$ cat src/rtl/bcd_countdown_timer_pkg.sv
// Shared definitions for the BCD countdown timer: FSM state encoding,
// BCD digit width and the preset digit clamp helper.
package bcd_countdown_timer_pkg;

  localparam int BCD_W = 4;

  typedef enum logic [1:0] {
    S_IDLE    = 2'd0,
    S_RUN     = 2'd1,
    S_PAUSE   = 2'd2,
    S_EXPIRED = 2'd3
  } state_t;

  // A preset nibble above 9 is not a decimal digit; saturate it to 9.
  function automatic logic [BCD_W-1:0] clamp_digit(input logic [BCD_W-1:0] d);
    return (d > 4'd9) ? 4'd9 : d;
  endfunction

endpackage

$ cat src/rtl/bcd_countdown_timer_digit_down.sv
// One BCD digit of the down-counter: subtracts borrow_in, wraps 0 -> 9
// and raises borrow_out when it wraps.
module bcd_countdown_timer_digit_down
  import bcd_countdown_timer_pkg::*;
(
  input  logic [BCD_W-1:0] digit_in,
  input  logic             borrow_in,
  output logic [BCD_W-1:0] digit_out,
  output logic             borrow_out
);

  // Single-digit BCD subtract-with-borrow.
  always_comb begin
    digit_out  = digit_in;
    borrow_out = 1'b0;
    if (borrow_in) begin
      if (digit_in == '0) begin
        digit_out  = 4'd9;
        borrow_out = 1'b1;
      end else begin
        digit_out = digit_in - 4'd1;
      end
    end
  end

endmodule

$ cat src/rtl/bcd_countdown_timer.sv
// BCD countdown timer with prescaler and IDLE/RUN/PAUSE/EXPIRED FSM.
// Optional feature: define BCD_TIMER_AUTO_RELOAD_EN to reload the last
// loaded value on expiry and keep running (ALARM then stays low).
// LOAD, START and STOP are single-cycle strobes sampled only while CE is
// high; when several coincide LOAD wins over STOP, and STOP over START.
module bcd_countdown_timer
  import bcd_countdown_timer_pkg::*;
#(
  parameter int DIGITS   = 4,
  parameter int TICK_DIV = 10000000,
  parameter int PSC_BITS = 27
) (
  input  logic                    CLK,
  input  logic                    CLR,
  input  logic                    CE,
  input  logic                    LOAD,
  input  logic                    START,
  input  logic                    STOP,
  input  logic [BCD_W*DIGITS-1:0] PRESET,
  output logic [BCD_W*DIGITS-1:0] COUNT,
  output logic                    RUNNING,
  output logic                    TICK,
  output logic                    DONE,
  output logic                    ALARM,
  output state_t                  fsm_state
);

  localparam int CW = BCD_W * DIGITS;
  localparam logic [PSC_BITS-1:0] PSC_TOP = PSC_BITS'(TICK_DIV - 1);

  state_t              state_q, state_d;
  logic [CW-1:0]       count_q, count_d;
  logic [PSC_BITS-1:0] psc_q, psc_d;
  logic                done_q, done_d;
  logic                tick;
  logic [CW-1:0]       preset_clamped;
  logic [CW-1:0]       count_dec;
  logic [DIGITS:0]     borrow;
  logic                dec_zero;
`ifdef BCD_TIMER_AUTO_RELOAD_EN
  logic [CW-1:0]       shadow_q, shadow_d;
`endif

  // Saturate every preset digit to a legal decimal digit.
  always_comb begin
    preset_clamped = '0;
    for (int i = 0; i < DIGITS; i++) begin
      preset_clamped[i*BCD_W +: BCD_W] = clamp_digit(PRESET[i*BCD_W +: BCD_W]);
    end
  end

  // Ripple-borrow chain computing COUNT - 1 in BCD.
  assign borrow[0] = 1'b1;
  for (genvar g = 0; g < DIGITS; g++) begin : g_digit
    bcd_countdown_timer_digit_down u_digit (
      .digit_in  (count_q[g*BCD_W +: BCD_W]),
      .borrow_in (borrow[g]),
      .digit_out (count_dec[g*BCD_W +: BCD_W]),
      .borrow_out(borrow[g+1])
    );
  end

  // A borrow out of the top digit means COUNT was already zero; treat it
  // as an expiry rather than wrapping to all nines.
  assign dec_zero = (count_dec == '0) || borrow[DIGITS];

  // State, count, prescaler and done-pulse registers.
  always_ff @(posedge CLK or negedge CLR) begin
    if (!CLR) begin
      state_q  <= S_IDLE;
      count_q  <= '0;
      psc_q    <= '0;
      done_q   <= 1'b0;
`ifdef BCD_TIMER_AUTO_RELOAD_EN
      shadow_q <= '0;
`endif
    end else begin
      state_q  <= state_d;
      count_q  <= count_d;
      psc_q    <= psc_d;
      done_q   <= done_d;
`ifdef BCD_TIMER_AUTO_RELOAD_EN
      shadow_q <= shadow_d;
`endif
    end
  end

  // Next-state logic. A "cleared" prescaler restarts a full tick period,
  // so it is loaded with TICK_DIV-1. The decrement is committed on the
  // edge that ends the TICK cycle, so COUNT shows it one cycle later.
  always_comb begin
    state_d  = state_q;
    count_d  = count_q;
    psc_d    = psc_q;
    done_d   = 1'b0;
    tick     = 1'b0;
`ifdef BCD_TIMER_AUTO_RELOAD_EN
    shadow_d = shadow_q;
`endif
    if (CE) begin
      if (LOAD) begin
        state_d  = S_IDLE;
        count_d  = preset_clamped;
        psc_d    = PSC_TOP;
`ifdef BCD_TIMER_AUTO_RELOAD_EN
        shadow_d = preset_clamped;
`endif
      end else begin
        unique case (state_q)
          S_IDLE, S_PAUSE: begin
            if (START && !STOP) begin
              if (count_q == '0) begin
                state_d = S_EXPIRED;
                done_d  = 1'b1;
              end else begin
                state_d = S_RUN;
                // Resuming from PAUSE keeps the partial tick period.
                if (state_q == S_IDLE) psc_d = PSC_TOP;
              end
            end
          end
          S_RUN: begin
            if (STOP) begin
              state_d = S_PAUSE;
            end else if (psc_q == '0) begin
              tick  = 1'b1;
              psc_d = PSC_TOP;
              if (dec_zero) begin
                done_d = 1'b1;
`ifdef BCD_TIMER_AUTO_RELOAD_EN
                count_d = shadow_q;
`else
                count_d = '0;
                state_d = S_EXPIRED;
`endif
              end else begin
                count_d = count_dec;
              end
            end else begin
              psc_d = psc_q - PSC_BITS'(1);
            end
          end
          S_EXPIRED: begin
            count_d = '0;
          end
          default: begin
            state_d = S_IDLE;
          end
        endcase
      end
    end
  end

  assign COUNT     = count_q;
  assign RUNNING   = (state_q == S_RUN);
  assign TICK      = tick;
  assign DONE      = done_q & CE;
  assign fsm_state = state_q;
`ifdef BCD_TIMER_AUTO_RELOAD_EN
  assign ALARM     = 1'b0;
`else
  assign ALARM     = (state_q == S_EXPIRED);
`endif

endmodule

$ cat config.mk
export PLATFORM = sky130hd
export DESIGN_NAME = bcd_countdown_timer
export DESIGN_NICKNAME = d
export VERILOG_FILES = /design/src/rtl/bcd_countdown_timer_pkg.sv /design/src/rtl/bcd_countdown_timer_digit_down.sv /design/src/rtl/bcd_countdown_timer.sv
export SDC_FILE = /design/constraint.sdc
export NUM_CORES = 1
export LEC_CHECK = 0
export CAP_MARGIN = 15
export CORE_ASPECT_RATIO = 1.1
export CORE_MARGIN = 5
export CORE_UTILIZATION = 45
export DETAILED_ROUTE_END_ITERATION = 8
export PLACE_DENSITY_LB_ADDON = 0.25
export REMOVE_ABC_BUFFERS = 1
export SLEW_MARGIN = 10
export SYNTH_ARGS = -nofsm -noshare
export SYNTH_HDL_FRONTEND = slang
export SYNTH_SLANG_ARGS = --single-unit
$ cat constraint.sdc
create_clock -name CLK -period 4.8 [get_ports CLK]
set_input_delay 0.96 -clock CLK [delete_from_list [all_inputs] [get_ports CLK]]
set_output_delay 0.96 -clock CLK [all_outputs]
set_load 0.02 [all_outputs]
* Word-level counts from Yosys, hierarchy flattened
Cells that the tools add are included.
Word-level totals: bits of input ports 22, ROM bits 0, memories 0, output and inout port bits 22, logic and storage cells 91, memory bits (writable) 0, register bits after elaboration 46, latch bits 0
Cells by class: magnitude comparators 4, equal/unequal tests 10, add/sub/neg operators 5, div/mod/pow operators 0, reduce and logical (&&, ||, !) cells 17, bitwise logic cells 1, multiply operators 0, shift operators 0, mux-type cells 50
Operators with widths (count):
- $mux 27 | 6
- $mux 16 | 4
- $pmux 27 s2 | 1
- $mux 4 | 11
- $logic_not 16->1 | 2
- $pmux 16 s2 | 1
- $logic_not 27->1 | 1
- $sub 27x1->27 const B | 1
- $mux 1 | 19
- $gt 4x4->1 const B | 4
- $logic_not 4->1 | 4
- $sub 4x1->4 const B | 4
- $mux 2 | 6
- $ne 3x3->1 const B | 4
- $ne 4x3->1 const B | 2
- $reduce_and 6->1 | 1
- $reduce_bool 3->1 | 2
- $reduce_and 5->1 | 1
- $eq 2x2->1 const B | 2
- $pmux 2 s2 | 1
- $reduce_and 4->1 | 1
- $ne 3x2->1 const B | 1
- $eq 2x1->1 const B | 1
- $logic_not 2->1 | 1
- other kinds (6) | 6

* Depth between registers and ports, before layout
word-level depth 13, mapped depth 10, depth with buffers taken out 8

* Cells and area by module
A second synthesis with hierarchy kept.
Second synthesis, totals: cells, all modules 322, area, all modules 3139.3 µm²
By module, submodules not included:
- bcd_countdown_timer | times used 1, seq. area each 1151.1 µm², cells each 278, area each 2824.0 µm²
- bcd_countdown_timer_digit_down | times used 4, seq. area each 0.0 µm², cells each 11, area each 78.8 µm²

* Worst setup path after synthesis
Ideal clock, no wire load.
path type input -> output, start point in LOAD, end point out TICK, stages on the path 4, path buffers 1, arrival 2.138 ns, path slack 1.702 ns, data required time 3.840 ns, cells stage by stage clkbuf_1 -> nor4b_1 -> nand2_1 -> nor2_1
On the way: word-level cells in the longest chain between the ends 2
Ends and longest elaborated chain:
- start, declared | line bcd_countdown_timer.sv:16 | input logic LOAD,
- $mux 1 | line bcd_countdown_timer.sv:101 | if (LOAD) begin
- $mux 1 | line bcd_countdown_timer.sv:100 | if (CE) begin
- end, declared | line bcd_countdown_timer.sv:22 | output logic TICK,
Every way passes these cells.

* Final worst setup path
start point reg psc_q[0], end point out TICK
On the way: word-level cells in the longest chain between the ends 6
Ends and longest elaborated chain:
- start, declared | line bcd_countdown_timer.sv:33 | logic [PSC_BITS-1:0] psc_q, psc_d;
- start signal, assigned | line bcd_countdown_timer.sv:80 | psc_q <= psc_d;
- $logic_not 27->1 | line bcd_countdown_timer.sv:125 | end else if (psc_q == '0) begin
- $mux 1 | line bcd_countdown_timer.sv:125
- $mux 1 | line bcd_countdown_timer.sv:123 | if (STOP) begin
- $mux 1 | line bcd_countdown_timer.sv:109 | unique case (state_q)
- $mux 1 | line bcd_countdown_timer.sv:101
- $mux 1 | line bcd_countdown_timer.sv:100
Every way passes these cells.

==> metrics <==
status=finished, final reports clean; IO Port Bufs=43; final worst path period share=86.7%; WP data required=3.84 ns; cell depth of the worst hold path=1; post-CTS setup buffers=0; num rows=31; max-cap violations=0; GR Util met1=25.3%; Antenna Cells=0; cts repair resizes=0; Buf/Inv on CP=2; synthesis-stage register bit count=46; die area=0.00832 mm^2; Worst EP arrival=3.20 ns; IO Count=44; peak fanout along the critical path=6; final non-filler cell total=489; Top Family by Delay on Critical Path=simple AND/OR/NAND/NOR gates; total grt overflow=0; met3 global-route usage=3.20%; r2r setup slk=1.87 ns; clk root buf=clkbuf_8; global placement routability congestion=0.863; core region area=0.00652 mm^2; synthesized area=0.00297 mm^2; Multi-input gate area=0.00170 mm^2; Tmin final=4.16 ns; post-synthesis sequential area ratio=38.8%; Worst Reg-to-Reg Cells=8; CTS Buf Count=5; setup TNS=0 ns; initial antenna violation count=0; vias in the first global route=2777; Reg2Reg Capture Point=psc_q[17]; share of layout cells above drive strength 1=5.16%; Max Slew Vio Count=0; RSZ-0062 raised after global routing=no; clk slew on worst S/H paths=0.08 ns; via count=2908; hold_buf cts=0; final setup vio count=0; chip height=95.1 um; slowest CP cell=nor4b_1; Via density=5.95; PD cells=433 mW/mm^2; Peak VDD IR=0.216 mV; drt first pass iters=4; max incr delay on CP=0.70 ns; hold_sp=psc_q[14]; worst path cell trace=inv_1, ha_1, nor4b_1, nand4b_1, or3_1, nor2_1, clkdlybuf4s50_1; Avg Inst Size Synth=8.06 um^2; fin nets=433; Area growth, synth to finish=20.5%; drt drc=0; EDFF count, synth=0; clock sinks=46; Unique masters post-synth=54; fmax=0.240 GHz; post-DR wirelength/cell=16.1 um; ANT nets after route=0; Worst-Margin Slew=0.832 ns; Clock Skew=0.0113 ns; Clock Path Buffers=2; Skew-Pair Late Insertion Delay=0.30 ns; element type at the critical path start=register; endpoints failing hold=0; Iteration-0 DRC Markers=111; CP endpoint kind=output port; asr flop ratio synth=100%; Hold Crit Class=reg -> reg; largest net degree at the start of global routing=47; GR peak layer=met2; Storage cell area=0.00115 mm^2; post-synthesis cell count=368; Worst Hold Endpoint=psc_q[14]; die width=87.4 um; fillcell total=626; Slew HR=43.8%; GRT Util Overall=19.7%; Routed Wire Length=7870 um; Leakage Power=1.34 nW; CTS tree=yes; met2 usage=34.0%; Placed Cells incl. Taps=481; Most used DFF post-synth=dfrtp_1; dpl hpwl=5740 um; H-tree depth=2; Crit Path Class=reg -> out; worst r2r src=psc_q[0]; Initial Util=45.5%; first-pass GRT wire length=13200 um; Synthesis Warnings=0
[through the flow]
stage	setup WS, ns	utilization, %	power, mW	area, um^2	hold slack, ns
floorplan	1.80	-	1.02	2890	0.450
global placement	0.821	53.4	1.32	3480	0.476
detailed placement	0.801	53.4	1.33	3480	0.481
CTS	0.691	54.5	1.56	3550	0.498
global route	0.440	54.8	1.67	3570	0.529
finish	0.638	54.8	1.55	3570	0.491
[registers in the layout, indices dropped and copies added, names as in the netlist]
name / cells
done_q: 1
COUNT: 16
fsm_state: 2
psc_q: 27
[cells in the final DEF, fill, tap and decap left out, types with 8 or more instances in the layout]
master and instances:
nor3_1 17, clkdlybuf4s50_1 42, o21ai_0 32, nand3_1 10, dfrtp_1 46, nor2_1 34
nand2b_1 8, nand2_1 38, o21ai_1 22, a21oi_1 26, inv_1 12
[power by group]
group / switching (mW) / internal, mW / total (mW)
Clock: 0.124 / 0.101 / 0.224
Sequential: 0.158 / 0.486 / 0.644
Combinational: 0.369 / 0.310 / 0.679
[metal layers]
metal	vias to the layer above	wire length, um
met5	-	0
met4	0	131
met3	12	414
met2	73	3910
met1	1377	3410
li1	1446	-
[cells in the mapped netlist (2+ instances only)]
library cell	count	area, um^2
a211o_1	3	26.3
a21boi_1	2	15.0
a21o_1	2	15.0
a21oi_1	26	130
a22o_1	3	26.3
a22oi_1	3	22.5
a31oi_1	7	43.8
a32oi_1	4	35.0
and2_1	3	18.8
and3_1	2	12.5
and3b_1	2	17.5
buf_2	2	10.0
clkbuf_1	17	63.8
dfrtp_1	46	1150
ha_1	4	50.1
inv_1	12	45.0
nand2_1	38	143
nand2b_1	8	50.1
nand3_1	10	50.1
nand3b_1	4	30.0
nand4b_1	2	17.5
nor2_1	34	128
nor2b_1	5	31.3
nor3_1	17	85.1
nor3b_1	3	22.5
nor4_1	7	43.8
nor4b_1	3	26.3
o211ai_1	2	15.0
o21a_1	2	15.0
o21ai_0	32	160
o21ai_1	22	110
o22ai_1	3	18.8
o31ai_1	8	60.1
o41ai_1	4	35.0
or3_1	5	31.3
or4_1	3	22.5
[kinds of logic (layout without fill, tap and decap cells)]
group           count (synthesis)  count (layout)  share of synthesized area (%)
mux                             2               2                          0.717
simple gates                  153             153                           27.2
fa+ha+maj                       4               4                           1.69
xor+xnor                        1               1                          0.295
buf+inv                        31              70                           4.01
compound gates                131             131                           27.3
flops                          46              46                           38.8
[how the worst max path moves through the flow]
stage               startpoint   endpoint  slack [ns]  depth (start not counted)
finish                psc_q[0]       TICK        0.64                          7
detailed placement        STOP       TICK        0.80                          5
CTS                   psc_q[0]       TICK        0.69                          7
global placement          LOAD       TICK        0.82                          5
floorplan             psc_q[0]  psc_q[17]        1.80                          7
global route          psc_q[0]       TICK        0.44                          7
[final cells by class]
class / count / share of cell area, %
inverters: 12 / 1.26
well taps: 82 / 2.87
multi-input cells: 291 / 47.6
clock buffers: 7 / 2.14
repair buffers: 51 / 13.9
flip-flops and latches: 46 / 32.2
[worst reg2reg max path, stage by stage (launching register included)]
cell	delay, ns
dfrtp_1	0.43
inv_1	0.08
ha_1	0.19
nor4b_1	0.70
nand4b_1	0.27
o31ai_2	0.47
buf_4	0.30
o21ai_0	0.11
mux2_2	0.27
Power figures use the tool's default switching activity.
